<file path="config.mk">
export PLATFORM = sky130hd
export DESIGN_NAME = x_rsp_sz
export DESIGN_NICKNAME = d
export VERILOG_FILES = /design/src/rtl/x_rsp_sz.sv
export SDC_FILE = /design/constraint.sdc
export NUM_CORES = 1
export LEC_CHECK = 0
export CORE_ASPECT_RATIO = 0.8
export CORE_MARGIN = 2
export CORE_UTILIZATION = 38
export CTS_CLUSTER_DIAMETER = 50
export CTS_CLUSTER_SIZE = 8
export DETAILED_ROUTE_END_ITERATION = 8
export PLACE_DENSITY = 0.8
export SLEW_MARGIN = 5
export SYNTH_ARGS = -nofsm -noshare
export SYNTH_HDL_FRONTEND = slang
export SYNTH_SLANG_ARGS = --single-unit
export TNS_END_PERCENT = 5
</file>
<file path="constraint.sdc">
create_clock -name clk -period 3.5 [get_ports clk]
set_clock_uncertainty 0.1 [all_clocks]
set_input_delay 1.05 -clock clk [delete_from_list [all_inputs] [get_ports clk]]
set_output_delay 1.05 -clock clk [all_outputs]
set_load 0.1 [all_outputs]
</file>
<file path="src/rtl/x_rsp_sz.sv">
// -----------------------------------------------------------------------------
// x_rsp_sz -- response data-width converter with in-order lane tracking.
//
// Requests pass straight through from master to slave. Each accepted request
// records which lane of the wider bus its address selects, in an in-order
// FIFO. Each slave response pops that lane offset and uses it to either
// extract the addressed DWM slice of a wider slave word (downsize) or place a
// narrower slave word into its lane of a wider master word, zeroing the rest
// (upsize). The response then passes through a single registered output stage.
//
// Parameters
//   AW    request address width
//   DWS   slave-side response data width  (power of 2, >= 8)
//   DWM   master-side response data width (power of 2, >= 8)
//   DEPTH maximum outstanding requests    (power of 2, >= 2)
//
// Ports
//   clk, rst_n              clock, asynchronous active-low reset
//   req_vld_i/req_rdy_o     master request handshake, req_adr_i byte address
//   req_vld_o/req_rdy_i     slave request handshake, req_adr_o = req_adr_i
//   rsp_vld_i/rsp_rdy_o     slave response handshake, rsp_dat_i, rsp_err_i
//   rsp_vld_o/rsp_rdy_i     master response handshake, rsp_dat_o, rsp_err_o
//   cnt_o                   outstanding request count, 0..DEPTH
//   unexp_o                 sticky: a response arrived with nothing outstanding
// -----------------------------------------------------------------------------
module x_rsp_sz #(
  parameter int AW    = 19,
  parameter int DWS   = 64,
  parameter int DWM   = 32,
  parameter int DEPTH = 4
) (
  input  logic                     clk,
  input  logic                     rst_n,
  input  logic                     req_vld_i,
  output logic                     req_rdy_o,
  input  logic [AW-1:0]            req_adr_i,
  output logic                     req_vld_o,
  input  logic                     req_rdy_i,
  output logic [AW-1:0]            req_adr_o,
  input  logic                     rsp_vld_i,
  output logic                     rsp_rdy_o,
  input  logic [DWS-1:0]           rsp_dat_i,
  input  logic                     rsp_err_i,
  output logic                     rsp_vld_o,
  input  logic                     rsp_rdy_i,
  output logic [DWM-1:0]           rsp_dat_o,
  output logic                     rsp_err_o,
  output logic [$clog2(DEPTH):0]   cnt_o,
  output logic                     unexp_o
);

  localparam int PW = $clog2(DEPTH);     // FIFO pointer width
  localparam int CW = PW + 1;            // occupancy width, holds 0..DEPTH
  localparam int SB = $clog2(DWS / 8);   // byte-offset bits of a slave word
  localparam int MB = $clog2(DWM / 8);   // byte-offset bits of a master word
  // Lane offset width: log2 of the width ratio, or a single constant bit
  // when both sides match.
  localparam int OW = (DWS > DWM) ? (SB - MB) :
                      (DWS < DWM) ? (MB - SB) : 1;

  // ---------------------------------------------------------------------------
  // Lane offset taken from the request address
  // ---------------------------------------------------------------------------
  logic [OW-1:0] off_req;

  if (DWS > DWM) begin : g_off_dn
    assign off_req = req_adr_i[SB-1:MB];
  end else if (DWS < DWM) begin : g_off_up
    assign off_req = req_adr_i[MB-1:SB];
  end else begin : g_off_eq
    assign off_req = '0;
  end

  // ---------------------------------------------------------------------------
  // Offset FIFO state
  // ---------------------------------------------------------------------------
  logic [OW-1:0] mem_q [DEPTH];
  logic [PW-1:0] wr_ptr_q, wr_ptr_d;
  logic [PW-1:0] rd_ptr_q, rd_ptr_d;
  logic [CW-1:0] cnt_q, cnt_d;
  logic          full, empty;
  logic          push, pop;

  // Output stage state
  logic           rsp_vld_q, rsp_vld_d;
  logic [DWM-1:0] rsp_dat_q, rsp_dat_d;
  logic           rsp_err_q, rsp_err_d;
  logic           unexp_q, unexp_d;

  logic           rsp_acc;
  logic [OW-1:0]  off_rsp;
  logic [DWM-1:0] dat_fmt;

  assign full  = (cnt_q == CW'(DEPTH));
  assign empty = (cnt_q == '0);

  // ---------------------------------------------------------------------------
  // Request path: pure pass-through, gated only by FIFO space. A pop in the
  // same cycle never frees room for a push while full.
  // ---------------------------------------------------------------------------
  assign req_adr_o = req_adr_i;
  assign req_vld_o = req_vld_i & ~full;
  assign req_rdy_o = req_rdy_i & ~full;
  assign push      = req_vld_i & req_rdy_o;

  // ---------------------------------------------------------------------------
  // Response accept. The output stage frees up when it is empty or being
  // drained this cycle, which gives one response per cycle at full rate.
  // ---------------------------------------------------------------------------
  assign rsp_rdy_o = ~rsp_vld_q | rsp_rdy_i;
  assign rsp_acc   = rsp_vld_i & rsp_rdy_o;
  // An unexpected response (nothing outstanding) must not pop.
  assign pop       = rsp_acc & ~empty;

  // The offset comes only from entries already stored: an offset being pushed
  // this cycle is never visible to a response in the same cycle.
  assign off_rsp = empty ? '0 : mem_q[rd_ptr_q];

  // ---------------------------------------------------------------------------
  // Data formatting
  // ---------------------------------------------------------------------------
  if (DWS > DWM) begin : g_dat_dn
    localparam int NL = DWS / DWM;
    logic [DWM-1:0] lanes [NL];
    for (genvar i = 0; i < NL; i++) begin : g_lane
      assign lanes[i] = rsp_dat_i[i*DWM +: DWM];
    end
    assign dat_fmt = lanes[off_rsp];
  end else if (DWS < DWM) begin : g_dat_up
    localparam int NL = DWM / DWS;
    always_comb begin
      // NOTE: every always_comb output gets a default before any branch so no
      // path leaves it unassigned, which would otherwise infer a latch.
      dat_fmt = '0;
      for (int i = 0; i < NL; i++) begin
        if (off_rsp == OW'(i)) dat_fmt[i*DWS +: DWS] = rsp_dat_i;
      end
    end
  end else begin : g_dat_eq
    logic unused_off;
    assign unused_off = ^off_rsp;
    assign dat_fmt    = rsp_dat_i;
  end

  // ---------------------------------------------------------------------------
  // Next-state logic
  // ---------------------------------------------------------------------------
  always_comb begin
    wr_ptr_d  = wr_ptr_q;
    rd_ptr_d  = rd_ptr_q;
    cnt_d     = cnt_q;
    rsp_vld_d = rsp_vld_q;
    rsp_dat_d = rsp_dat_q;
    rsp_err_d = rsp_err_q;
    unexp_d   = unexp_q;

    // DEPTH is a power of two, so natural pointer overflow wraps modulo DEPTH.
    if (push) wr_ptr_d = wr_ptr_q + 1'b1;
    if (pop)  rd_ptr_d = rd_ptr_q + 1'b1;
    cnt_d = cnt_q + CW'(push) - CW'(pop);

    if (rsp_acc) begin
      rsp_vld_d = 1'b1;
      rsp_dat_d = dat_fmt;
      rsp_err_d = rsp_err_i;
      if (empty) unexp_d = 1'b1;
    end else if (rsp_rdy_i) begin
      rsp_vld_d = 1'b0;
    end
  end

  // ---------------------------------------------------------------------------
  // Registers
  // ---------------------------------------------------------------------------
  always_ff @(posedge clk or negedge rst_n) begin
    // NOTE: clocked state uses non-blocking assignment so every flop samples
    // pre-edge values regardless of statement order.
    if (!rst_n) begin
      wr_ptr_q  <= '0;
      rd_ptr_q  <= '0;
      cnt_q     <= '0;
      rsp_vld_q <= 1'b0;
      rsp_dat_q <= '0;
      rsp_err_q <= 1'b0;
      unexp_q   <= 1'b0;
    end else begin
      wr_ptr_q  <= wr_ptr_d;
      rd_ptr_q  <= rd_ptr_d;
      cnt_q     <= cnt_d;
      rsp_vld_q <= rsp_vld_d;
      rsp_dat_q <= rsp_dat_d;
      rsp_err_q <= rsp_err_d;
      unexp_q   <= unexp_d;
    end
  end

  // NOTE: FIFO storage is deliberately not reset; an entry is only read after
  // it has been written, and the occupancy count gates every read.
  always_ff @(posedge clk) begin
    if (push) mem_q[wr_ptr_q] <= off_req;
  end

  assign rsp_vld_o = rsp_vld_q;
  assign rsp_dat_o = rsp_dat_q;
  assign rsp_err_o = rsp_err_q;
  assign cnt_o     = cnt_q;
  assign unexp_o   = unexp_q;

endmodule

</file>
==> flow_summary.json, run 1 <==
{
  "status": "completed",
  "hpwl_um": 4460,
  "whs_endpoint": "unexp_o",
  "finalCritPeriodShare": 0.872,
  "min_path_type": "flop to flop",
  "nets": 435,
  "path_class": "primary input to output port",
  "async_flop_share": 0.913,
  "relSlewSlack": 0.241,
  "drt_iter0_drc": 67,
  "grt.overflow.total": 0,
  "switchingPower_uw": 2200,
  "post_cts_buffers": 0,
  "port_buffers": 113,
  "synth_fp_nets": 356,
  "yosys.area.top_type": "dfrtp_1",
  "setup_violations": 0,
  "start_util": 0.401,
  "crit_fanout": 3,
  "slew_viol_final": 0,
  "min_from": "unexp_o",
  "cp-start-kind": "primary input",
  "antenna_found_initial": 0,
  "gp_congestion": 0.712,
  "antenna_left": 0,
  "drt-met1-wl_um": 2850,
  "met3_length_um": 697,
  "placed_area_mm2": 0.00354,
  "r2r_cells": 9,
  "max-vdd-ir-drop_uv": 1140,
  "drt-total-wl_um": 6580,
  "grt.total_usage": 0.174,
  "cellInternalPower_uw": 1540,
  "dr.max_layer_used": "met4",
  "met2WireLength_um": 3000,
  "syn_inst": 259,
  "fill_cells": 581,
  "cp-end-kind": "output port",
  "grt_pass1_wl_um": 10400,
  "r2r-end": "cnt_o[2]",
  "ys_ff_latch": 46,
  "ys_warn_count": 0,
  "fin_crit_ns": 3.05,
  "die_w_um": 96.6,
  "leakage_uw": 0.00157,
  "tritoncts": "yes",
  "numCtsBuffers": 5,
  "p_seq_frac": 0.237,
  "area_growth_pct": 39.1,
  "p_comb_frac": 0.679,
  "die_h_um": 78.1,
  "clockPowerShare": 0.084,
  "core_mm2": 0.00651,
  "rrSetupSlack_ns": 0.96,
  "grt_max_degree": 66,
  "stdcell_area_mm2": 0.00362,
  "antenna_cells": 0,
  "io_pins": 150,
  "hold_viol": 0,
  "fmax_ghz": 0.328,
  "grt_pass1_vias": 2147,
  "root_buffer": "clkbuf_8",
  "wl_per_cell_um": 15.6,
  "dr.pass1.iters": 4,
  "viasPerCell": 5.27,
  "worstMarginPinSlew_ns": 1.14,
  "final.setup.tns_ns": 0,
  "clockBufferDepth": 2,
  "post_cts_resized": 0,
  "stdcell_count": 421,
  "clock_sinks": 46,
  "cts_hold_buffers": 0,
  "ys_seq_area_frac": 0.449,
  "clkTransAtPathRegs_ns": 0.08,
  "synthTopCellsByCount": "dfrtp_1, nand3_1, a21oi_1, a31oi_1, a21bo_1",
  "dpl.cell_count": 415,
  "swShare": 0.588,
  "clk_latency_ns": 0.28,
  "synth_area_mm2": 0.00261,
  "num_vias": 2219,
  "post_synth_main_area_contributors": "dfrtp_1, a21bo_1, a31oi_1",
  "synth.most_common_cell": "dfrtp_1",
  "h-tree-depth": 2,
  "rsz0062_at_grt": "false",
  "synth_top_area_frac": 0.403,
  "die_area_mm2": 0.00754,
  "syn_avg_cell_area_um2": 10.1,
  "cp.arrival_ns": 1.90,
  "synth_edf_count": 4,
  "r2r-start": "cnt_o[1]",
  "dominantRegCellSynth": "dfrtp_1",
  "maxCapViolations": 0,
  "route.detailed.drc": 0,
  "final_layout_size_suffix_gt1_frac": 0.184,
  "ys_types": 27,
  "whs_path_depth": 1,
  "rows": 26,
  "required_ns": 2.35,
  "p_per_area_mw_per_mm2": 1030
}
-- cell type report --
class | count | area (µm²) | share of cell area
clock buffer | 6 | 82.6 | 0.0228
sequential | 46 | 1170 | 0.323
timing repair buffer | 118 | 1110 | 0.306
inverter | 7 | 26.3 | 0.00725
tap | 84 | 105 | 0.0290
multi-input combinational | 160 | 1130 | 0.312
-- power groups by stage --
stage          registers (µW)  clock network [µW]  logic [µW]
2_1_floorplan            2150                   0         875
3_3_place_gp              886                   0        2530
3_5_place_dp              892                   0        2560
4_1_cts                   886                 330        2560
5_1_grt                   911                 352        2690
6_report                  888                 315        2540
-- flip-flops by register name (all words and copies together), names as in the netlist --
name       count
cnt_o          3
rsp_vld_o      1
mem_q          4
unexp_o        1
rsp_dat_o     32
wr_ptr_q       2
rd_ptr_q       2
rsp_err_o      1
-- logic make-up after synthesis --
logic type,synth area share
AOI/OAI and AO/OA,0.264
xor gates and xnor gates,0.0168
adders and majority gates,0.0365
buffers and inverters,0.117
DFF,0.449
muxes,0.0173
and+or+nand+nor,0.0989
-- placed cells by master (no fill, tap or decap), types with 7 or more instances in the layout --
| cell type | n |
|---|---|
| nand3_1 | 33 |
| a21bo_1 | 28 |
| a21oi_1 | 32 |
| and2_1 | 7 |
| buf_4 | 43 |
| a31oi_1 | 32 |
| inv_1 | 7 |
| clkdlybuf4s50_1 | 70 |
| dfrtp_1 | 42 |
-- metrics by stage --
stage / worst slack [ns] / total power (µW) / hold slack (ns) / utilization
after CTS: 0.436 / 3780 / 0.379 / 0.557
after detailed placement: 0.220 / 3460 / 0.350 / 0.544
after global routing: 0.377 / 3960 / 0.411 / 0.557
final: 0.447 / 3750 / 0.375 / 0.557
after floorplan: 0.329 / 3030 / 0.353 / -
after global placement: 0.303 / 3410 / 0.342 / 0.544
-- worst max-delay path: stages --
cell and delay (ns):
clkdlybuf4s50_1 0.45, nand2b_1 0.19, buf_12 0.21
-- worst max path at each step --
stage          startpoint   endpoint  depth (start not counted)
2_1_floorplan    cnt_o[1]   cnt_o[2]                         11
3_3_place_gp    req_vld_i   cnt_o[2]                          9
3_5_place_dp    req_vld_i   cnt_o[2]                          9
4_1_cts         rsp_rdy_i  rsp_rdy_o                          3
5_1_grt         req_rdy_i   cnt_o[2]                          9
6_report        rsp_rdy_i  rsp_rdy_o                          3
-- per-layer routing --
metal,GRT usage,up-vias
met3,0.0624,2
met2,0.278,91
met5,0,-
li1,-,1065
met1,0.230,1061
met4,0.0296,0
Note: power is estimated with default switching activity, not from simulation.
==> run 2: changes to the inputs <==
--- a/config.mk
+++ b/config.mk
@@ -6,7 +6,7 @@
 export NUM_CORES = 1
 export LEC_CHECK = 0
 export CORE_ASPECT_RATIO = 0.8
-export CORE_MARGIN = 2
+export CORE_MARGIN = 3
 export CORE_UTILIZATION = 38
 export CTS_CLUSTER_DIAMETER = 50
 export CTS_CLUSTER_SIZE = 8
==> flow_summary.json, run 2 (synthesis results as in run 1) <==
{
  "status": "completed",
  "slew_viol_final": 0,
  "antenna_found_initial": 0,
  "dr.pass1.iters": 4,
  "route.detailed.drc": 0,
  "wl_per_cell_um": 15.6,
  "final_cell_mix": "clkdlybuf4s50_1, buf_4, dfrtp_1",
  "cellInternalPower_uw": 1590,
  "num_vias": 2252,
  "p_comb_frac": 0.671,
  "clk_latency_ns": 0.30,
  "cp-end-kind": "output port",
  "rows": 26,
  "swShare": 0.582,
  "worstMarginPinSlew_ns": 1.15,
  "maxCapViolations": 0,
  "drt-total-wl_um": 6660,
  "antenna_left": 0,
  "min_path_type": "flop to flop",
  "p_per_area_mw_per_mm2": 1040,
  "io_pins": 150,
  "post_cts_resized": 0,
  "die_h_um": 80.1,
  "cpPeakStageDelay_ns": 0.44,
  "final.setup.tns_ns": 0,
  "port_buffers": 113,
  "drt_iter0_drc": 61,
  "antenna_cells": 0,
  "max-vdd-ir-drop_uv": 686,
  "h-tree-depth": 2,
  "root_buffer": "clkbuf_8",
  "start_util": 0.401,
  "stdcell_area_mm2": 0.00367,
  "die_area_mm2": 0.00789,
  "largest_reg_flops": 32,
  "tritoncts": "yes",
  "whs_path_depth": 1,
  "gp_congestion": 0.833,
  "setup_violations": 0,
  "grt_pass1_vias": 2176,
  "register_area_mm2": 0.00117,
  "multi_input_area_mm2": 0.00113,
  "viasPerCell": 5.29,
  "fill_cells": 601,
  "required_ns": 2.35,
  "die_w_um": 98.6,
  "fmax_ghz": 0.323,
  "clockBufferDepth": 2,
  "final_common_cell": "clkdlybuf4s50_1",
  "area_growth_pct": 41.0,
  "final_core_util": 0.565,
  "relSlewSlack": 0.235,
  "path_class": "primary input to output port",
  "switchingPower_uw": 2220,
  "core_mm2": 0.00651,
  "cts_hold_buffers": 0,
  "post_cts_buffers": 0,
  "grt.overflow.total": 0,
  "cp_slowest_cell": "clkdlybuf4s50_1",
  "p_seq_frac": 0.231,
  "fin_crit_ns": 3.10,
  "grt.total_usage": 0.165,
  "hpwl_um": 4610,
  "rrSetupSlack_ns": 0.96,
  "clkTransAtPathRegs_ns": 0.08,
  "grt_pass1_wl_um": 10500,
  "hold_viol": 0,
  "cp.arrival_ns": 1.95,
  "grt_max_degree": 66,
  "final_layout_size_suffix_gt1_frac": 0.196,
  "numCtsBuffers": 5,
  "nets": 438,
  "placed_area_mm2": 0.00356,
  "finalCritPeriodShare": 0.885,
  "r2r_cells": 9,
  "cp-start-kind": "primary input",
  "worstPathCellList": "clkdlybuf4s50_1 > nand2b_1 > buf_4 > buf_12",
  "leakage_uw": 0.00160,
  "rsz0062_at_grt": "false",
  "crit_fanout": 3,
  "clock_sinks": 46,
  "clockPowerShare": 0.098
}
## run 2: changes by cell type in the layout (fill, tap and decap cells not counted), sizes merged
cell	previous run	this run
buf	48	51
clkbuf	6	8
## run 2: per-layer routing
metal,share of wire,wire length [µm],up-vias,global-route usage
met4,0.0095,63,0,0.0464
met3,0.085,565,7,0.0538
met5,0,0,-,0
met2,0.47,3150,81,0.267
met1,0.43,2880,1093,0.213
li1,-,-,1071,-
## run 2: path summary, 6_finish.rpt
| check | from | end |
|---|---|---|
| max reg2reg | cnt_o[1] | cnt_o[2] |
| min reg2reg | unexp_o | unexp_o |
| min in group asynchronous | rst_n | rsp_dat_o[4] |
| min | unexp_o | unexp_o |
| max in group asynchronous | rst_n | rsp_err_o |
| max | rsp_rdy_i | rsp_rdy_o |
## run 2: area by class of cell
cell class	instances	share of cell area
clock buffer	8	0.0300
inverter	7	0.00715
multi-input combinational	160	0.308
sequential	46	0.319
tap	84	0.0286
timing repair buffer	121	0.308
## run 2: power groups by stage
stage | sequential (µW) | combinational (µW) | clock, µW
finish | 882 | 2560 | 372
global route | 913 | 2690 | 409
CTS | 884 | 2570 | 385
detailed placement | 892 | 2570 | 0
global placement | 884 | 2540 | 0
floorplan | 2150 | 875 | 0
## run 2: worst max-delay path: cells and delay by family
kind	cells	cell delay, ns
simple gates	1	0.14
buf+inv	3	0.74
## run 2: stage by stage
stage          hold slack, ns  instances  setup slack [ns]  total power [µW]
6_report                0.377        426             0.403              3810
5_1_grt                 0.390        426             0.351              4010
3_3_place_gp            0.350        418             0.348              3420
3_5_place_dp            0.348        418             0.282              3460
4_1_cts                 0.378        426             0.381              3840
2_1_floorplan           0.353        259             0.329              3030
==> run 3: changes to the inputs <==
--- a/config.mk
+++ b/config.mk
@@ -7,11 +7,11 @@
 export LEC_CHECK = 0
 export CORE_ASPECT_RATIO = 0.8
 export CORE_MARGIN = 3
-export CORE_UTILIZATION = 38
+export CORE_UTILIZATION = 36
 export CTS_CLUSTER_DIAMETER = 50
 export CTS_CLUSTER_SIZE = 8
 export DETAILED_ROUTE_END_ITERATION = 8
-export PLACE_DENSITY = 0.8
+export PLACE_DENSITY = 0.77
 export SLEW_MARGIN = 5
 export SYNTH_ARGS = -nofsm -noshare
 export SYNTH_HDL_FRONTEND = slang
==> flow_summary.json, run 3 (synthesis results as in run 1) <==
{
  "status": "completed",
  "die_area_mm2": 0.00830,
  "fill_cells": 636,
  "path_class": "primary input to output port",
  "route.detailed.drc": 0,
  "post_cts_resized": 0,
  "worstMarginPinSlew_ns": 1.16,
  "clock_sinks": 46,
  "dr.pass1.iters": 4,
  "gp_congestion": 0.744,
  "grt_pass1_vias": 2101,
  "viasPerCell": 5.19,
  "hold-worst-slack_ns": 0.374,
  "stdcell_count": 426,
  "grt.total_usage": 0.152,
  "leakage_uw": 0.00157,
  "max-vdd-ir-drop_uv": 711,
  "slew_viol_final": 0,
  "final_cell_mix": "clkdlybuf4s50_1, buf_4, dfrtp_1",
  "drt_iter0_drc": 46,
  "cp-start-kind": "primary input",
  "tritoncts": "yes",
  "total_power_uw": 3720,
  "fmax_ghz": 0.325,
  "finalCritPeriodShare": 0.879,
  "die_h_um": 82.1,
  "rsz0062_at_grt": "false",
  "drt-total-wl_um": 6400,
  "antenna_cells": 0,
  "grt.overflow.total": 0,
  "dpl.cell_count": 418,
  "cp.arrival_ns": 1.93,
  "crit_fanout": 4,
  "grt_pass1_wl_um": 10100,
  "start_util": 0.375,
  "root_buffer": "clkbuf_8",
  "fin_crit_ns": 3.08,
  "antenna_found_initial": 0,
  "clkTransAtPathRegs_ns": 0.08,
  "cp-end-kind": "output port",
  "io_pins": 150,
  "h-tree-depth": 2,
  "nets": 435,
  "hpwl_um": 4390,
  "grt_max_degree": 66,
  "area_growth_pct": 39.1,
  "numCtsBuffers": 5,
  "required_ns": 2.35,
  "num_vias": 2212,
  "min_path_type": "flop to flop",
  "die_w_um": 101,
  "antenna_left": 0,
  "maxCapViolations": 0,
  "hold_viol": 0,
  "setup_violations": 0,
  "post_cts_buffers": 0,
  "port_buffers": 113,
  "clk_latency_ns": 0.28,
  "p_per_area_mw_per_mm2": 1030,
  "final_layout_size_suffix_gt1_frac": 0.180,
  "wl_per_cell_um": 15.0,
  "core_mm2": 0.00696,
  "rows": 27,
  "largest_reg_flops": 32,
  "clockBufferDepth": 2,
  "relSlewSlack": 0.226,
  "final.setup.tns_ns": 0,
  "cts_hold_buffers": 0,
  "final_common_cell": "clkdlybuf4s50_1"
}
run 3: cell count changes in the layout (fill, tap and decap cells not counted):
| cell | previous run | this run |
|---|---|---|
| buf_4 | 46 | 43 |
| clkbuf_8 | 8 | 5 |
| clkinv_1 | 0 | 3 |
run 3: stage by stage:
step           utilization  setup slack [ns]  instance area (µm²)
3_3_place_gp         0.510             0.278                 3550
4_1_cts              0.521             0.414                 3630
6_report             0.521             0.424                 3630
3_5_place_dp         0.510             0.238                 3550
2_1_floorplan            -             0.329                 2610
5_1_grt              0.521             0.349                 3630
run 3: path summary, 6_finish.rpt:
check                      startpoint            end  slack (ns)  depth (start not counted)
setup reg to reg             cnt_o[1]       cnt_o[2]        1.00                          9
hold / removal                unexp_o        unexp_o        0.37                          1
max in group asynchronous       rst_n       cnt_o[0]        1.92                          1
min in group asynchronous       rst_n  rsp_dat_o[13]        0.80                          1
setup / recovery            rsp_rdy_i      rsp_rdy_o        0.42                          3
hold reg to reg               unexp_o        unexp_o        0.37                          1
run 3: area by class of cell:
type / count / area (µm²) / share of cell area
clock inverter: 3 / 11.3 / 0.00311
inverter: 7 / 26.3 / 0.00725
clock buffer: 5 / 68.8 / 0.0190
sequential: 46 / 1170 / 0.323
multi-input combinational: 160 / 1130 / 0.312
timing repair buffer: 118 / 1110 / 0.306
tap: 87 / 109 / 0.0300
run 3: metal layers:
layer / vias up / share of wire / GRT usage
met5: - / 0 / 0
met4: 0 / 0 / 0.0212
met1: 1064 / 0.44 / 0.211
met2: 80 / 0.47 / 0.239
met3: 0 / 0.094 / 0.0479
li1: 1068 / - / -
run 3: worst max-delay path: stages:
cell and delay [ns]:
clkdlybuf4s50_1 0.45, nand2b_1 0.21, buf_12 0.21
run 3: power breakdown:
part           internal, µW  total [µW]  leakage (µW)  switching (µW)
Combinational           647        2540       0.00102            1890
Clock                   134         299     0.0000407             166
Sequential              744         885      0.000508             141
Total                  1520        3720       0.00157            2200
